==> src/rtl/pipe_stage_reg.sv <==
// Parametrised pipeline stage register: valid/ready handshake, synchronous flush,
// optional 2-entry skid buffer, control bits masked to zero on bubbles.
module pipe_stage_reg #(
  parameter int unsigned DATA_W = 64,
  parameter int unsigned CTRL_W = 8,
  parameter int unsigned SKID   = 1
) (
  input  logic              Clk_40,
  input  logic              Reset_40,
  input  logic              Flush_40,
  input  logic              in_valid_40,
  output logic              in_ready_40,
  input  logic [DATA_W-1:0] data_in_40,
  input  logic [CTRL_W-1:0] ctrl_in_40,
  output logic              out_valid_40,
  input  logic              out_ready_40,
  output logic [DATA_W-1:0] data_out_40,
  output logic [CTRL_W-1:0] ctrl_out_40,
  output logic [1:0]        Count_40
);

  localparam int unsigned CNT_W   = 2;
  localparam bit          NO_SKID = (SKID == 0);

  typedef enum logic [1:0] {
    EMPTY = 2'd0,
    ONE   = 2'd1,
    TWO   = 2'd2
  } state_t;

  state_t             state_q, state_d;
  logic [DATA_W-1:0]  head_data_q, head_data_d;
  logic [CTRL_W-1:0]  head_ctrl_q, head_ctrl_d;
  logic [DATA_W-1:0]  skid_data_q, skid_data_d;
  logic [CTRL_W-1:0]  skid_ctrl_q, skid_ctrl_d;
  logic               valid_q, valid_d;
  logic [CNT_W-1:0]   count_q, count_d;
  logic               ready_q, ready_d;
  logic               ready_c;
  logic               in_xfer;
  logic               out_xfer;

  // Without skid, a full stage may still accept when the head leaves this cycle.
  assign ready_c  = (ready_q | (NO_SKID & out_ready_40)) & ~Flush_40 & Reset_40;
  assign in_xfer  = in_valid_40 & ready_c;
  assign out_xfer = valid_q & out_ready_40;

  always_ff @(posedge Clk_40 or negedge Reset_40) begin
    if (!Reset_40) begin
      state_q     <= EMPTY;
      head_data_q <= '0;
      head_ctrl_q <= '0;
      skid_data_q <= '0;
      skid_ctrl_q <= '0;
      valid_q     <= 1'b0;
      count_q     <= '0;
      ready_q     <= 1'b1;
    end else begin
      state_q     <= state_d;
      head_data_q <= head_data_d;
      head_ctrl_q <= head_ctrl_d;
      skid_data_q <= skid_data_d;
      skid_ctrl_q <= skid_ctrl_d;
      valid_q     <= valid_d;
      count_q     <= count_d;
      ready_q     <= ready_d;
    end
  end

  // Next state and entry updates; held entries are never rewritten.
  always_comb begin
    state_d     = state_q;
    head_data_d = head_data_q;
    head_ctrl_d = head_ctrl_q;
    skid_data_d = skid_data_q;
    skid_ctrl_d = skid_ctrl_q;

    case (state_q)
      EMPTY: begin
        if (in_xfer) begin
          state_d     = ONE;
          head_data_d = data_in_40;
          head_ctrl_d = ctrl_in_40;
        end
      end
      ONE: begin
        if (in_xfer && out_xfer) begin
          head_data_d = data_in_40;
          head_ctrl_d = ctrl_in_40;
        end else if (in_xfer) begin
          state_d     = TWO;
          skid_data_d = data_in_40;
          skid_ctrl_d = ctrl_in_40;
        end else if (out_xfer) begin
          state_d = EMPTY;
        end
      end
      TWO: begin
        if (out_xfer) begin
          state_d     = ONE;
          head_data_d = skid_data_q;
          head_ctrl_d = skid_ctrl_q;
        end
      end
      default: state_d = EMPTY;
    endcase

    if (Flush_40) begin
      state_d = EMPTY;
    end
  end

  // Registered status decoded from the next state.
  always_comb begin
    valid_d = (state_d != EMPTY);
    count_d = '0;
    case (state_d)
      ONE:     count_d = CNT_W'(1);
      TWO:     count_d = CNT_W'(2);
      default: count_d = '0;
    endcase
    ready_d = NO_SKID ? (state_d == EMPTY) : (state_d != TWO);
  end

  assign in_ready_40  = ready_c;
  assign out_valid_40 = valid_q;
  assign data_out_40  = head_data_q;
  assign ctrl_out_40  = head_ctrl_q & {CTRL_W{valid_q}};
  assign Count_40     = count_q;

endmodule

==> config.mk <==
export PLATFORM = sky130hd
export DESIGN_NAME = pipe_stage_reg
export DESIGN_NICKNAME = d
export VERILOG_FILES = /design/src/rtl/pipe_stage_reg.sv
export SDC_FILE = /design/constraint.sdc
export NUM_CORES = 1
export LEC_CHECK = 0
export ABC_AREA = 1
export BUFFER_PORTS_ARGS = -buffer_cell sky130_fd_sc_hd__buf_2
export CORE_MARGIN = 1
export CORE_UTILIZATION = 30
export CTS_CLUSTER_DIAMETER = 200
export DETAILED_ROUTE_END_ITERATION = 8
export PLACE_DENSITY = 0.53
export SYNTH_ARGS = -nofsm -noshare
export SYNTH_HDL_FRONTEND = slang
export SYNTH_SLANG_ARGS = --single-unit
==> constraint.sdc <==
create_clock -name Clk_40 -period 1.45 [get_ports Clk_40]
set_input_delay 0 -clock Clk_40 [delete_from_list [all_inputs] [get_ports Clk_40]]
set_output_delay 0 -clock Clk_40 [all_outputs]
set_load 0.05 [all_outputs]
==> results_dict.tcl <==
set metrics [dict create \
    status "finished, violations left" \
    violations "hold timing, setup timing" \
    synth_top_cell_by_area "dfrtp_1" \
    vias 6747 \
    layout_min_cycle_time_ns 1.48 \
    cts_buffer_depth 2 \
    layout_setup_ws_ns -0.0321 \
    root_buffer "clkbuf_16" \
    worstSkewPairLatency_ns 0.43 \
    synth_fp_nets 988 \
    crit_arrival_ns 1.80 \
    fill_cells 2293 \
    wl_per_cell_um 15.9 \
    ys_seq_elements 150 \
    top_usage_layer "met2" \
    seq_area_um2 3760 \
    syn2layout_area_growth_pct 41.3 \
    avgSynthCellArea_um2 7.64 \
    drc 0 \
    dp_slack_ns -0.103 \
    min_path_type "in -> async" \
    htree_num_levels 4 \
    cpMaxStageDelayCell "dfstp_2" \
    syn_area_um2 6960 \
    worst_pin_slew_ns 0.524 \
    final_core_util_pct 43.3 \
    start_kind "register" \
    gp_congestion 0.748 \
    fmax_mhz 675 \
    powerDensity_nw_per_um2 1370 \
    grt_pass1_vias 6790 \
    grtUsageMet3_pct 3.75 \
    use_met1_pct 26.5 \
    r2r_slack_ns -0.03 \
    drt_iter0_markers 379 \
    grt_max_degree 81 \
    ant_nets 0 \
    drive_gt1_share_pct 20.8 \
    synth_seq_area_share_pct 54.0 \
    multi_input_area_um2 2890 \
    rsz0062_at_grt "yes" \
    core_area_um2 22700 \
    finalPower_w 0.0135 \
    start_util_pct 30.6 \
    cts_hold_buf 75 \
    grt_overflow 0 \
    cp_cell_sequence "nand4_1 -> buf_4 -> nand2_8 -> nand3_4 -> buf_12 -> clkbuf_16 -> nand2_1 -> nand2_1" \
    synth_top_area_share_pct 53.6 \
    layout_commonest_cell "nand2_1" \
    maxSlewHeadroom_pct 65.1 \
    synthCells 911 \
    yosysWarningCount 0 \
    clkTransAtPathRegs_ns 0.06 \
    whs_ns -0.373 \
    synthTopCellsByArea "dfrtp_1 54%, nand2_1 28%, nand4_1 6.6%" \
    die-area_um2 23800 \
    placed_area_um2 8220 \
    antenna_cells 0 \
    min_period_over_period_pct 102 \
    fin_skew_ns 0.0134 \
    cts.sinks 150 \
    grt_first_pass_wirelength_mm 36.7 \
    final_area_um2 9830 \
    rows 55 \
    dp_hpwl_mm 13.2 \
    report.final.slew_viol_count 0 \
    finalHoldViolations 78 \
    routed_wl_mm 22.7 \
    required_ns 1.77 \
    finalSetupViolCount 34 \
    worstSetupPathType "reg -> reg" \
    ir_worst_vdd_v 0.000639 \
    io_pins 153 \
    die_height_um 154 \
    cts_made_buffers 17 \
    max_stage_delay_ns 0.53 \
    via_per_inst 4.72 \
    max-cap-violations 0 \
    final_cell_mix "517 x nand2_1, 149 x buf_2, 146 x dfrtp_1, 74 x dlygate4sd3_1, 73 x nand4_1" \
    cts_tree "done" \
    grtUsageTotal_pct 19.9 \
    die_w_um 154 \
    synth.distinct_cells 16 \
    antenna_found_initial 1 \
    layout.nets 1209 \
    cpMostUsedCell "nand2_1" \
    critPathMaxFanout 11 \
    leakage_nw 5.43 \
    met2_usage_pct 32.6 \
    endpoint_kind "register" \
    io_buffer_count 152 \
    drt_first_pass_iters 5 \
]
==> state kept, by name (all words and copies together) (netlist names) <==
name	flops
Count_40	2
state_q	2
skid_ctrl_q	8
data_out_40	64
out_valid_40	1
skid_data_q	64
head_ctrl_q	8
ready_q	1
==> logic make-up (layout without fill, tap and decap cells) <==
kind of cell           count (synthesis)  count (layout)  share of synthesized area, %
AOI/OAI and AO/OA                     76              76                          5.47
buffers and inverters                 85             318                          5.27
DFF                                  150             150                          54.0
and+or+nand+nor                      600             600                          35.3
==> final cells by class <==
cell class | instances | area share, %
sequential | 150 | 38.2
multi-input combinational | 676 | 29.4
timing repair buffer | 270 | 22.1
clock buffer | 24 | 5.00
tap | 285 | 3.63
clock inverter | 7 | 0.967
inverter | 17 | 0.649
==> where the power goes <==
part | switching, W | leakage [nW] | total, W | internal (W)
combinational | 0.00252 | 3.23 | 0.00351 | 0.000987
clock | 0.00179 | 0.275 | 0.00450 | 0.00271
sequential | 0.000444 | 1.92 | 0.00549 | 0.00505
total | 0.00476 | 5.43 | 0.0135 | 0.00874
==> per-layer routing <==
metal  vias up  routed length [um]  part of all wire, %
li1       3359                   -                    -
met1      3185               10700                   47
met2       175               10700                   47
met3        26                 971                  4.3
met4         2                 301                  1.3
met5         -                  10                0.044
==> cell usage after synthesis <==
cell type and instances:
o21ai_1 1, inv_1 16, nand4_1 73, a21oi_1 2, nand2_1 521, nor2_2 1, inv_2 1, dfstp_2 1
buf_2 38, buf_1 2, nor2_4 1, nand3_2 1, nand3_1 3, dfrtp_1 149, o21ai_0 73, clkbuf_1 28
==> timing repair <==
| action | 4_1_cts | 5_1_grt |
|---|---|---|
| buffers inserted | 5 | 1 |
| gates resized for setup | 10 | 20 |
| cloned | 2 | 3 |
| setup endpoints to repair | 145 | 151 |
| pin swaps | 2 | 0 |
| hold endpoints to repair | 256 | 78 |
==> through the flow <==
step,std cells,setup TNS [ns]
2_1_floorplan,911,0
3_3_place_gp,1312,-2.45
3_5_place_dp,1312,-8.42
4_1_cts,1425,0
5_1_grt,1429,-7.63
6_report,1429,-0.553
==> worst max-delay path, delay by kind of cell (launching register included) <==
| kind | cells | cell delay (ns) |
|---|---|---|
| buffers and inverters | 3 | 0.48 |
| DFF | 1 | 0.53 |
| and+or+nand+nor | 5 | 0.37 |
==> worst paths after layout <==
| kind | startpoint | to | cells after the start |
|---|---|---|---|
| worst max-delay path | ready_q | data_out_40[12] | 8 |
| worst min-delay path | Reset_40 | skid_data_q[20] | 2 |
| worst max register to register | ready_q | data_out_40[12] | 8 |
| worst min register to register | data_out_40[14] | data_out_40[14] | 2 |
| max in group asynchronous | Reset_40 | data_out_40[39] | 4 |
| min in group Clk_40 | Flush_40 | Count_40[0] | 6 |
Power figures use the tool's default switching activity.
